--- config.mk ---
export PLATFORM = sky130hd
export DESIGN_NAME = load_store_unit
export DESIGN_NICKNAME = d
export VERILOG_FILES = /design/src/rtl/memory_pkg.sv /design/src/rtl/load_store_unit.sv
export SDC_FILE = /design/constraint.sdc
export NUM_CORES = 1
export LEC_CHECK = 0
export BUFFER_PORTS_ARGS = -buffer_cell sky130_fd_sc_hd__buf_2
export CAP_MARGIN = 20
export CORE_AREA = 2 2 247 249
export DETAILED_ROUTE_END_ITERATION = 7
export DIE_AREA = 0 0 249 251
export HOLD_SLACK_MARGIN = 0.05
export SLEW_MARGIN = 20
export SYNTH_ARGS = -nofsm -noshare
export SYNTH_HDL_FRONTEND = slang
export SYNTH_SLANG_ARGS = --single-unit
--- constraint.sdc ---
create_clock -name clk -period 3.3 [get_ports clk]
set_clock_uncertainty 0.1 [all_clocks]
set_input_delay 0 -clock clk [delete_from_list [all_inputs] [get_ports clk]]
set_output_delay 0 -clock clk [all_outputs]
set_load 0.01 [all_outputs]
--- src/rtl/memory_pkg.sv ---
// Shared memory-subsystem types: MMU write packet, load/store unit state and request bundle.
package memory_pkg;

    localparam int LANES  = 8;
    localparam int ADDR_W = 18;
    localparam int DATA_W = 9;

    typedef struct packed {
        logic              en;
        logic [ADDR_W-1:0] addr;
        logic [DATA_W-1:0] data;
        logic              forcewrite;
    } write_req_pkt;

    typedef enum logic [2:0] {
        IDLE,
        STORE,
        LOAD_WAIT,
        LOAD_ISSUE,
        LOAD_CAPTURE,
        RESP
    } lsu_state_t;

    typedef struct packed {
        logic                         is_store;
        logic                         forcewrite;
        logic [LANES-1:0]             mask;
        logic [ADDR_W-1:0]            base_addr;
        logic [LANES-1:0][ADDR_W-1:0] addr;
        logic [LANES-1:0][DATA_W-1:0] data;
    } lsu_req_t;

    // Consecutive load addresses; wraps modulo 2^ADDR_W.
    function automatic logic [LANES-1:0][ADDR_W-1:0] lane_addrs(input logic [ADDR_W-1:0] base);
        for (int i = 0; i < LANES; i++) begin
            lane_addrs[i] = base + ADDR_W'(i);
        end
    endfunction

endpackage

--- src/rtl/load_store_unit.sv ---
// Per-warp load/store sequencer feeding the banked MMU: lane-masked store packets,
// drain-gated consecutive loads, registered load response.
module load_store_unit
    import memory_pkg::*;
#(
    parameter int DRAIN_CYCLES = 4
) (
    input  logic                         clk,
    input  logic                         rst_n,
    // valid/ready: a request transfers on a cycle with req_valid && req_ready;
    // req_ready depends on state only, never on req_valid.
    input  logic                         req_valid,
    output logic                         req_ready,
    input  logic                         req_is_store,
    input  logic                         req_forcewrite,
    input  logic [LANES-1:0]             req_mask,
    input  logic [ADDR_W-1:0]            req_base_addr,
    input  logic [LANES-1:0][ADDR_W-1:0] req_addr,
    input  logic [LANES-1:0][DATA_W-1:0] req_data,
    output write_req_pkt [LANES-1:0]     mmu_write_reqs,
    input  logic                         mmu_stall,
    input  logic [LANES-1:0][DATA_W-1:0] mmu_read_data,
    output logic                         resp_valid,
    output logic [LANES-1:0][DATA_W-1:0] resp_data,
    output logic                         busy,
    output logic [2:0]                   o_dbg_state,
    output logic [$clog2(DRAIN_CYCLES+1)-1:0] o_dbg_drain_cnt
);

    localparam int CNT_W = $clog2(DRAIN_CYCLES + 1);

    lsu_state_t                   r_state;
    lsu_state_t                   w_next_state;
    logic [CNT_W-1:0]             r_drain_cnt;
    write_req_pkt [LANES-1:0]     r_pkts;
    write_req_pkt [LANES-1:0]     w_pkts_next;
    logic [ADDR_W-1:0]            r_base;
    logic [ADDR_W-1:0]            w_base;
    logic [LANES-1:0][ADDR_W-1:0] w_load_addrs;
    logic                         r_resp_valid;
    logic [LANES-1:0][DATA_W-1:0] r_resp_data;
    lsu_req_t                     w_req;
    logic                         w_accept;
    logic                         w_load_ok;

    assign w_req = '{is_store:   req_is_store,
                     forcewrite: req_forcewrite,
                     mask:       req_mask,
                     base_addr:  req_base_addr,
                     addr:       req_addr,
                     data:       req_data};

    assign req_ready    = (r_state == IDLE);
    assign w_accept     = req_valid && req_ready;
    // Queued MMU writes must have drained, and the MMU must be able to take the read now.
    assign w_load_ok    = (r_drain_cnt == '0) && !mmu_stall;
    assign w_base       = (r_state == IDLE) ? w_req.base_addr : r_base;
    assign w_load_addrs = lane_addrs(w_base);

    always_comb begin
        w_next_state = r_state;
        case (r_state)
            IDLE: begin
                if (w_accept) begin
                    if (w_req.is_store) begin
                        w_next_state = (w_req.mask != '0) ? STORE : IDLE;
                    end else begin
                        w_next_state = w_load_ok ? LOAD_ISSUE : LOAD_WAIT;
                    end
                end
            end
            STORE:        if (!mmu_stall) w_next_state = IDLE;
            LOAD_WAIT:    if (w_load_ok) w_next_state = LOAD_ISSUE;
            LOAD_ISSUE:   w_next_state = LOAD_CAPTURE;
            LOAD_CAPTURE: w_next_state = RESP;
            RESP:         w_next_state = IDLE;
            default:      w_next_state = IDLE;
        endcase
    end

    // Packets are registered: they reflect the state being entered next cycle.
    always_comb begin
        w_pkts_next = '0;
        if (w_next_state == STORE) begin
            if (r_state == STORE) begin
                w_pkts_next = r_pkts;
            end else begin
                for (int i = 0; i < LANES; i++) begin
                    w_pkts_next[i].en         = w_req.mask[i];
                    w_pkts_next[i].addr       = w_req.addr[i];
                    w_pkts_next[i].data       = w_req.data[i];
                    w_pkts_next[i].forcewrite = w_req.forcewrite;
                end
            end
        end else if (w_next_state == LOAD_ISSUE) begin
            for (int i = 0; i < LANES; i++) begin
                w_pkts_next[i].addr = w_load_addrs[i];
            end
        end
    end

    always_ff @(posedge clk) begin
        if (!rst_n) begin
            r_state      <= IDLE;
            r_pkts       <= '0;
            r_base       <= '0;
            r_resp_valid <= 1'b0;
            r_resp_data  <= '0;
        end else begin
            r_state      <= w_next_state;
            r_pkts       <= w_pkts_next;
            r_resp_valid <= (r_state == LOAD_CAPTURE);
            if (w_accept) begin
                r_base <= w_req.base_addr;
            end
            if (r_state == LOAD_CAPTURE) begin
                r_resp_data <= mmu_read_data;
            end
        end
    end

    // A retiring store restarts the drain window; otherwise count down on unstalled cycles.
    always_ff @(posedge clk) begin
        if (!rst_n) begin
            r_drain_cnt <= '0;
        end else if (r_state == STORE && !mmu_stall) begin
            r_drain_cnt <= CNT_W'(DRAIN_CYCLES);
        end else if (!mmu_stall && r_drain_cnt != '0) begin
            r_drain_cnt <= r_drain_cnt - CNT_W'(1);
        end
    end

    assign mmu_write_reqs  = r_pkts;
    assign resp_valid      = r_resp_valid;
    assign resp_data       = r_resp_data;
    assign busy            = (r_state != IDLE) || (r_drain_cnt != '0);
    assign o_dbg_state     = r_state;
    assign o_dbg_drain_cnt = r_drain_cnt;

endmodule

==> results of run 1 <==
per-layer routing:
layer  GRT usage  part of all wire  wire (um)  up-vias
li1            -                 -          -     7907
met1       0.267              0.42      29200     7920
met2       0.341              0.46      31900      785
met3      0.0456             0.077       5340      117
met4      0.0786             0.036       2490        6
met5           0           0.00051         35        -
sequential cells by signal, indices dropped and copies added (netlist names):
name,cells
mmu_write_reqs,225
o_dbg_drain_cnt,3
o_dbg_state,3
r_base,18
resp_data,72
resp_valid,1
layout make-up:
type | instances | area share
repair buffers | 1043 | 0.314
multi-input cells | 1251 | 0.309
flip-flops and latches | 322 | 0.280
clock buffers | 52 | 0.0473
well taps | 782 | 0.0426
clock inverters | 14 | 0.00376
inverters | 13 | 0.00245
diodes | 4 | 0.000435
placed cells by master, fill, tap and decap left out, drive strengths merged, types with 12 or more instances in the layout:
cell,n
a32oi,20
nand4,14
clkbuf,52
a21oi,218
buf,692
dfxtp,322
xnor2,76
nor3,12
a222oi,20
nor2,97
a221oi,20
o21ai,28
inv,15
o22ai,62
xor2,19
nand2,458
a22oi,71
dlygate4sd3,351
mux2i,28
through the flow:
| step | hold WS (ns) | std cells | instance area [sq um] |
|---|---|---|---|
| after CTS | 0.0519 | 3476 | 23000 |
| after global placement | 0.0956 | 3059 | 18300 |
| after floorplan | 0.00862 | 1727 | 14200 |
| after detailed placement | 0.110 | 3059 | 18300 |
| after global routing | 0.0929 | 3480 | 23000 |
| final | 0.0838 | 3481 | 23000 |
logic make-up after synthesis:
family                     count (synthesis)
DFF                                      322
and+or+nand+nor                          641
muxes                                     34
adders and majority gates                  6
xor gates and xnor gates                  95
buffers and inverters                    154
AOI/OAI and AO/OA                        475
tightest hold or removal path, cell delays in order:
cell and delay (ns):
buf_2 0.14, nor4b_4 0.14, o21ai_2 0.07, o21a_2 0.26, nor2_1 0.08
repair_timing:
action,in CTS,in global routing
resized for setup,0,3
setup endpoints to repair,0,12
hold endpoints to repair,319,0
hold buffers,351,0
setup buffers,0,1
how the worst max path moves through the flow:
| stage | end | slack, ns | from |
|---|---|---|---|
| after floorplan | mmu_write_reqs[219]$_SDFFE_PN0P_ | 0.13 | o_dbg_state[1]$_SDFF_PN0_ |
| after global placement | mmu_write_reqs[104]$_SDFFE_PN0P_ | 0.24 | o_dbg_state[0]$_SDFF_PN0_ |
| after detailed placement | mmu_write_reqs[104]$_SDFFE_PN0P_ | 0.25 | o_dbg_state[0]$_SDFF_PN0_ |
| after CTS | mmu_write_reqs[26]$_SDFFE_PN0P_ | 0.02 | o_dbg_drain_cnt[0]$_SDFFE_PP0P_ |
| after global routing | mmu_write_reqs[157]$_SDFFE_PN0P_ | 0.003 | o_dbg_state[0]$_SDFF_PN0_ |
| final | mmu_write_reqs[197]$_SDFFE_PN0P_ | 0.08 | o_dbg_state[0]$_SDFF_PN0_ |
power by group through the flow:
stage               clock (mW)  combinational [mW]  sequential, mW
global placement             0                3.18            4.51
CTS                       4.19                3.56            4.43
global route              4.35                3.83            4.48
detailed placement           0                3.18            4.51
finish                    4.09                3.59            4.44
floorplan                    0                1.61            4.63
==> run_results.csv, run 1 <==
group,metric,value,unit
run_status,outcome,"completed",
route,drc,0,
route,drt-pass1-iter-count,8,
setup_path,rr_worst_depth,9,
sta,final_critical_path_setup_slack,0.0778,ns
sta,rsz0062_at_grt,"false",
sta,fmax,310,MHz
synthesis,syn_inst,1727,
route,vias_per_cell,4.81,
global_routing,grt_pass1_wl,100000,um
synthesis,yosys.area_share.simple,0.188,
sta,period_minus_slack,3.22,ns
setup_path,arrival,3.57,ns
power_and_ir_drop,combPwrFrac,0.296,
place,dp_hpwl,48000,um
setup_path,r2r-start,"o_dbg_state[0]$_SDFF_PN0_",
synthesis,synth_xor_area_frac,0.0587,
setup_path,path_depth,9,
global_routing,grt_overflow,0,
global_routing,grt_usage,0.208,
sta,relSlewSlack,0.344,
place,gp_congestion,0.917,
die,dieArea,62500,sq um
setup_path,rrSetupSlack,0.08,ns
layout,register_area,6450,sq um
setup_path,worst_path_most_repeated_cell,"buf_4",
layout,multi_input_area,7100,sq um
die,coreArea,59800,sq um
synthesis,synth_area_leaders,"dfxtp_1 45%, nand2_1 12%, a21oi_1 7.7%",
layout,drive_gt1_frac,0.298,
sta,worst_slew_pin_slew,0.984,ns
setup_path,cp_cell_sequence,"or3_1 -> buf_4 -> or2_2 -> o22ai_2 -> buf_4 -> nand2_1 -> xnor2_1 -> o22ai_1 -> dlygate4sd3_1",
global_routing,antenna_found_initial,8,
setup_path,crit_type,"flop to flop",
synthesis,syn_area,14200,sq um
setup_path,cp_max_fo,25,
clock_tree,h-tree-depth,2,
synthesis,synth_fp_nets,2053,
synthesis,synth.top_cells.by_count,"457 x nand2_1, 322 x dfxtp_1, 217 x a21oi_1, 102 x clkbuf_1, 95 x nor2_1",
route,postRouteWirelength,69000,um
sta,hold_viol,0,
clock_tree,cts_root_buf,"clkbuf_16",
power_and_ir_drop,p_int,8.03,mW
setup_path,critical_path_required,3.65,ns
power_and_ir_drop,swShare,0.337,
power_and_ir_drop,pwr-share-seq,0.366,
place,place_ws,0.250,ns
run,max-cap-violations,0,
route,avgRoutedWirePerCell,19.8,um
synthesis,yosysTopAreaCell,"dfxtp_1",
min_path,worstHoldStart,"req_valid",
die,rows,90,
synthesis,synthMuxAreaShare,0.0294,
min_path,min_path_type,"input port to flop",
synthesis,synth_most_common_cell,"nand2_1",
power_and_ir_drop,finalPower,12.1,mW
die,fp.dieH,251,um
min_path,hold-path-cell-count,5,
setup_path,start_kind,"flop",
power_and_ir_drop,ir_drop,0.304,mV
sta,drv_slew,0,
setup_path,cp_num_buf_inv,3,
die,start_util,0.237,
synthesis,synthAdderAreaFrac,0.00530,
synthesis,synth-compound-area-share,0.215,
die,chipWidth,249,um
setup_path,endpoint_kind,"flop",
synthesis,ys_warn_count,0,
power_and_ir_drop,p_clk_frac,0.338,
clock_tree,clk_latency,0.56,ns
global_routing,grt_pass1_vias,16500,
setup_path,slowest_stage,"dlygate4sd3_1",
synthesis,ys_types,69,
power_and_ir_drop,power_switching,4.09,mW
layout,area.growth.synth_to_final,62.2,%
clock_tree,clk_pin_slew_worst_paths,0.06,ns
setup_path,critPathMaxStageDelay,0.60,ns
clock_tree,cts_tree,"done",
sta,min_period_over_period,0.976,
clock_tree,cts.sinks,322,
synthesis,synth_edf_count,0,
sta,fin_tns_setup,0,ns
layout,nets,2997,
layout,fill_cells,6044,
synthesis,synth-seq-cells,322,
route,drt_iter0_drc,1600,
synthesis,ys_seq_area_frac,0.455,
power_and_ir_drop,power_density,527,nW/um^2
sta,setup_violations,0,
route,ant_nets,0,
power_and_ir_drop,p_leak,10.0,nW
place,port_buffers,632,
setup_path,r2r-end,"mmu_write_reqs[197]$_SDFFE_PN0P_",
synthesis,ys.flop_type,"dfxtp_1",
synthesis,synth.top_cell.area_share,0.455,
clock_tree,cts_buffers,40,
die,io_pins,633,
setup_path,crit_family,"buffers and inverters",
clock_tree,cts_buffer_depth,3,
layout,final_core_util,0.384,
route,num_vias,16700,
global_routing,grt_max_degree,163,
synthesis,syn_area_per_cell,8.21,sq um
min_path,hold_path_end,"o_dbg_state[0]$_SDFF_PN0_",
synthesis,synth-async-reset-ratio,0,
synthesis,synth_top_family_by_area,"compound AO/OA/AOI/OAI gates",
Note: power is estimated with default switching activity, not from simulation.
==> run 2, diff against run 1 <==
--- a/config.mk
+++ b/config.mk
@@ -11,6 +11,7 @@
 export DETAILED_ROUTE_END_ITERATION = 7
 export DIE_AREA = 0 0 249 251
 export HOLD_SLACK_MARGIN = 0.05
+export MAX_ROUTING_LAYER = met4
 export SLEW_MARGIN = 20
 export SYNTH_ARGS = -nofsm -noshare
 export SYNTH_HDL_FRONTEND = slang
==> run 2 against run 1 <==
Utilization rose by 0.26 points. Total power rose by 2.0%. Clock-buffer cell count fell by 1. Largest power group unchanged. Via count rose by 0.47%. Final cell count rose by 0.14%. Non-clock buffer count did not move. Worst setup slack got worse by 0.016 ns. Register-to-register slack got worse by 0.02 ns. Die area did not move.
==> run_results.csv, run 2 (synthesis results as in run 1) <==
group,metric,value,unit
die,start_util,0.237,
power_and_ir_drop,p_leak,10.1,nW
setup_path,rr_worst_depth,8,
route,num_vias,16800,
sta,rsz0062_at_grt,"true",
clock_tree,h-tree-depth,2,
sta,hold_viol,0,
sta,period_minus_slack,3.24,ns
power_and_ir_drop,p_int,8.25,mW
global_routing,antenna_found_initial,7,
layout,final_area,23100,sq um
setup_path,start_kind,"flop",
power_and_ir_drop,pwr-share-seq,0.359,
run_status,outcome,"completed",
clock_tree,cts_buffer_depth,3,
power_and_ir_drop,swShare,0.333,
layout,area.growth.synth_to_final,63.3,%
route,drt_iter0_drc,1596,
die,chipWidth,249,um
setup_path,cp_cell_sequence,"or3_1 -> buf_4 -> or4_4 -> a221oi_4 -> nand2_1 -> xnor2_1 -> o22ai_1 -> dlygate4sd3_1",
setup_path,slowest_stage,"or4_4",
global_routing,grt_overflow,0,
route,avgRoutedWirePerCell,19.8,um
route,drt-pass1-iter-count,7,
layout,largest_reg_flops,225,
power_and_ir_drop,ir_drop,0.363,mV
min_path,worstHoldStart,"req_valid",
place,dp_hpwl,47900,um
clock_tree,cts_root_buf,"clkbuf_16",
setup_path,critical_path_required,3.64,ns
setup_path,crit_type,"flop to flop",
layout,fill_cells,6001,
die,coreArea,59800,sq um
route,vias_per_cell,4.82,
setup_path,crit_path_start,"o_dbg_state[0]$_SDFF_PN0_",
global_routing,grt_pass1_wl,100000,um
place,port_buffers,632,
route,ant_nets,0,
power_and_ir_drop,power_switching,4.11,mW
power_and_ir_drop,combPwrFrac,0.292,
clock_tree,cts_tree,"done",
layout,final_cell_mix,"632 x buf_2, 455 x nand2_1, 347 x dlygate4sd3_1",
layout,final_common_cell,"buf_2",
die,fp.dieH,251,um
sta,setup_violations,0,
clock_tree,cts_buffers,40,
global_routing,grt_pass1_vias,16400,
sta,relSlewSlack,0.340,
clock_tree,clk_latency,0.55,ns
run,max-cap-violations,0,
route,drc,0,
sta,drv_slew,0,
sta,min_period_over_period,0.981,
setup_path,rrSetupSlack,0.06,ns
setup_path,critPathMaxStageDelay,0.59,ns
place,gp_congestion,0.929,
setup_path,endpoint_kind,"flop",
power_and_ir_drop,power_density,534,nW/um^2
global_routing,grt_usage,0.215,
setup_path,arrival,3.58,ns
layout,drive_gt1_frac,0.304,
setup_path,r2r-start,"o_dbg_state[0]$_SDFF_PN0_",
route,postRouteWirelength,68900,um
sta,worst_slew_pin_slew,0.991,ns
setup_path,r2r-end,"mmu_write_reqs[142]$_SDFFE_PN0P_",
die,io_pins,633,
sta,fmax,309,MHz
clock_tree,cts.sinks,322,
place,placed_area,18300,sq um
setup_path,critical_path.endpoint,"mmu_write_reqs[142]$_SDFFE_PN0P_",
global_routing,grt_max_degree,164,
power_and_ir_drop,p_clk_frac,0.349,
clock_tree,clk_pin_slew_worst_paths,0.06,ns
layout,nets,2997,
sta,worst_hold_slack,0.0991,ns
min_path,min_path_type,"input port to flop",
setup_path,cp_max_fo,25,
die,dieArea,62500,sq um
die,rows,90,
-- run 2: power by group through the flow --
stage / clock network, mW / registers [mW] / logic, mW
finish: 4.31 / 4.44 / 3.61
global route: 4.57 / 4.47 / 3.85
detailed placement: 0 / 4.51 / 3.20
CTS: 4.42 / 4.43 / 3.57
floorplan: 0 / 4.63 / 1.61
global placement: 0 / 4.51 / 3.20
-- run 2: per-layer routing --
layer,global-route usage,vias up,wire [um]
li1,-,7914,-
met1,0.266,7985,29000
met2,0.342,795,31900
met3,0.0483,120,5420
met4,0.0781,0,2590
met5,-,-,0
-- run 2: area by class of cell --
class	instances	area (sq um)	area share
diodes	8	20.0	0.000865
clock buffers	51	1140	0.0494
clock inverters	16	121	0.00524
inverters	13	58.8	0.00254
multi-input cells	1251	7120	0.308
flip-flops and latches	322	6450	0.279
well taps	782	978	0.0423
repair buffers	1043	7260	0.313
-- run 2: what timing repair did --
action	in CTS	in global routing
hold buffers	347	0
buffers inserted	0	4
hold endpoints to repair	319	0
gates resized for setup	0	9
setup endpoints to repair	0	8
-- run 2: critical path: cells and delay by family, from the launching register on --
kind / cells / cell delay [ns]
AO/OA/AOI/OAI: 2 / 0.54
AND/OR/NAND/NOR: 3 / 1.15
XOR/XNOR: 1 / 0.15
flip-flops: 1 / 0.31
buffers and inverters: 2 / 0.86
-- run 2: worst min path at each step --
stage                                                   to  slack [ns]  cells past startpoint
after floorplan           mmu_write_reqs[187]$_SDFFE_PN0P_       0.009                      2
after global placement    mmu_write_reqs[187]$_SDFFE_PN0P_         0.1                      3
after detailed placement  mmu_write_reqs[187]$_SDFFE_PN0P_        0.12                      3
after CTS                        o_dbg_state[0]$_SDFF_PN0_        0.06                      5
after global routing      mmu_write_reqs[187]$_SDFFE_PN0P_        0.11                      4
final                            o_dbg_state[0]$_SDFF_PN0_         0.1                      5
-- run 2: per-stage QoR --
step,total power [mW],cells,utilization,worst slack [ns],TNS [ns]
after floorplan,6.24,1727,-,0.128,0
after global placement,7.71,3060,0.306,0.363,0
after detailed placement,7.72,3060,0.306,0.363,0
after CTS,12.4,3474,0.386,0.0193,0
after global routing,12.9,3484,0.387,-0.0468,-0.0978
final,12.4,3486,0.387,0.0622,0
==> run 3, diff against run 2 <==
--- a/config.mk
+++ b/config.mk
@@ -7,9 +7,9 @@
 export LEC_CHECK = 0
 export BUFFER_PORTS_ARGS = -buffer_cell sky130_fd_sc_hd__buf_2
 export CAP_MARGIN = 20
-export CORE_AREA = 2 2 247 249
+export CORE_AREA = 2 2 244 246
 export DETAILED_ROUTE_END_ITERATION = 7
-export DIE_AREA = 0 0 249 251
+export DIE_AREA = 0 0 246 248
 export HOLD_SLACK_MARGIN = 0.05
 export MAX_ROUTING_LAYER = met4
 export SLEW_MARGIN = 20
==> constraint.sdc (replaced) <==
create_clock -name clk -period 4.2 [get_ports clk]
set_clock_uncertainty 0.1 [all_clocks]
set_input_delay 0 -clock clk [delete_from_list [all_inputs] [get_ports clk]]
set_output_delay 0 -clock clk [all_outputs]
set_load 0.01 [all_outputs]
==> run 3 against run 2 <==
Clock-buffer cell count increased by 8. Worst setup slack improved by 0.18 ns. Design area decreased by 0.82%. First-iteration DRC count decreased by 10%. Wire length increased by 0.87%. Via count decreased by 0.13%. Critical endpoint is now mmu_write_reqs[79]$_SDFFE_PN0P_. Critical path type unchanged. Final cell count decreased by 0.69%.
==> run_results.csv, run 3 (synthesis results as in run 1) <==
group,metric,value,unit
layout,nets,2978,
sta,worst_slew_pin_slew,1.13,ns
place,port_buffers,632,
layout,final_core_util,0.393,
power_and_ir_drop,swShare,0.330,
global_routing,grt_overflow,0,
route,num_vias,16800,
power_and_ir_drop,p_int,6.55,mW
clock_tree,cts_buffers,39,
power_and_ir_drop,pwr-share-seq,0.357,
sta,relSlewSlack,0.244,
setup_path,start_kind,"flop",
clock_tree,cts_root_buf,"clkbuf_16",
die,io_pins,633,
power_and_ir_drop,power_switching,3.22,mW
setup_path,critical_path_required,4.60,ns
die,start_util,0.242,
global_routing,antenna_found_initial,9,
global_routing,grt_max_degree,93,
layout,final_cell_mix,"632 x buf_2, 455 x nand2_1, 358 x dlygate4sd3_1",
clock_tree,cts.sinks,322,
run_status,outcome,"completed",
sta,fin_tns_setup,0,ns
die,chipWidth,246,um
layout,largest_reg_flops,225,
power_and_ir_drop,combPwrFrac,0.284,
clock_tree,clk_pin_slew_worst_paths,0.06,ns
place,dp_cells,3026,
power_and_ir_drop,ir_drop,0.310,mV
power_and_ir_drop,p_leak,9.93,nW
global_routing,grt_pass1_vias,15700,
clock_tree,clk_latency,0.56,ns
route,ant_nets,0,
clock_tree,cts_tree,"done",
route,postRouteWirelength,69500,um
min_path,min_path_type,"input port to flop",
layout,final_common_cell,"buf_2",
power_and_ir_drop,p_clk_frac,0.359,
sta,period_minus_slack,3.96,ns
die,rows,89,
layout,drive_gt1_frac,0.291,
route,drt-pass1-iter-count,7,
die,dieArea,61000,sq um
setup_path,cp_max_fo,32,
run,max-cap-violations,0,
setup_path,endpoint_kind,"flop",
clock_tree,h-tree-depth,2,
route,drc,0,
place,gp_congestion,0.956,
route,vias_per_cell,4.85,
sta,setup_violations,0,
power_and_ir_drop,finalPower,9.77,mW
sta,fmax,252,MHz
setup_path,crit_type,"flop to flop",
global_routing,grt_usage,0.216,
die,fp.dieH,248,um
clock_tree,cts_buffer_depth,3,
route,avgRoutedWirePerCell,20.1,um
sta,rsz0062_at_grt,"false",
die,coreArea,58500,sq um
place,dp_hpwl,47900,um
setup_path,rrSetupSlack,0.24,ns
power_and_ir_drop,power_density,426,nW/um^2
sta,drv_slew,0,
sta,hold_viol,0,
layout,area.growth.synth_to_final,62.0,%
route,drt_iter0_drc,1433,
setup_path,arrival,4.36,ns
global_routing,grt_pass1_wl,97700,um
sta,min_period_over_period,0.943,
layout,final_cell_count_no_fill,3462,
-- run 3: cell count changes in the layout (fill, tap and decap cells not counted), moves of 2 or more --
cell,delta
clkbuf_8,-2
buf_6,-2
diode_2,+2
clkbuf_1,+9
dlygate4sd3_1,+11
buf_12,-6
clkinv_2,-9
buf_4,-20
bufinv_16,+2
-- run 3: timing repair --
action / 4_1_cts / 5_1_grt
hold endpoints to repair: 320 / 0
buffers inserted: 0 / 0
resized for setup: 0 / 0
hold buffers: 358 / 0
-- run 3: final timing paths --
check | startpoint | to | depth (start not counted)
setup / recovery | o_dbg_drain_cnt[0]$_SDFFE_PP0P_ | mmu_write_reqs[79]$_SDFFE_PN0P_ | 12
hold / removal | req_addr[17] | mmu_write_reqs[27]$_SDFFE_PN0P_ | 4
setup reg to reg | o_dbg_drain_cnt[0]$_SDFFE_PP0P_ | mmu_write_reqs[79]$_SDFFE_PN0P_ | 12
hold reg to reg | mmu_write_reqs[154]$_SDFFE_PN0N_ | mmu_write_reqs[154]$_SDFFE_PN0N_ | 2
-- run 3: area by class of cell --
| type | count | area (sq um) |
|---|---|---|
| Fill cell | 5850 | 35500 |
| Multi-Input combinational cell | 1251 | 7100 |
| Timing Repair Buffer | 1025 | 7060 |
| Inverter | 13 | 58.8 |
| Sequential cell | 322 | 6450 |
| Clock inverter | 9 | 136 |
| Tap cell | 773 | 967 |
| Clock buffer | 59 | 1160 |
| Antenna cell | 10 | 25.0 |
-- run 3: layer usage --
metal / wire, um / GRT usage / vias to the layer above
met4: 1790 / 0.0620 / 0
met5: 0 / - / -
met2: 32300 / 0.341 / 806
li1: - / - / 7885
met1: 29700 / 0.276 / 7978
met3: 5700 / 0.0493 / 123
-- run 3: critical path, stage by stage (launching register included) --
cell	delay (ns)
dfxtp_1	0.31
inv_1	0.08
ha_1	0.15
ha_1	0.23
nor2b_1	0.19
o21ai_2	0.08
dlygate4sd3_1	0.58
o21a_2	0.28
nor3_4	0.75
buf_12	0.28
a22oi_1	0.09
o22ai_1	0.19
dlygate4sd3_1	0.56
-- run 3: power groups by stage --
stage / sequential, mW / clock [mW] / combinational (mW)
global route: 3.51 / 3.70 / 2.97
CTS: 3.48 / 3.59 / 2.76
finish: 3.49 / 3.51 / 2.77
floorplan: 3.64 / 0 / 1.27
global placement: 3.54 / 0 / 2.44
detailed placement: 3.54 / 0 / 2.44
-- run 3: per-stage QoR --
step	instance area, sq um	hold slack [ns]	setup slack, ns
final	23000	0.123	0.238
after global routing	23000	0.131	0.0222
after floorplan	14200	0.00862	1.03
after global placement	18000	0.133	0.672
after CTS	22900	0.0921	0.240
after detailed placement	18000	0.136	0.676
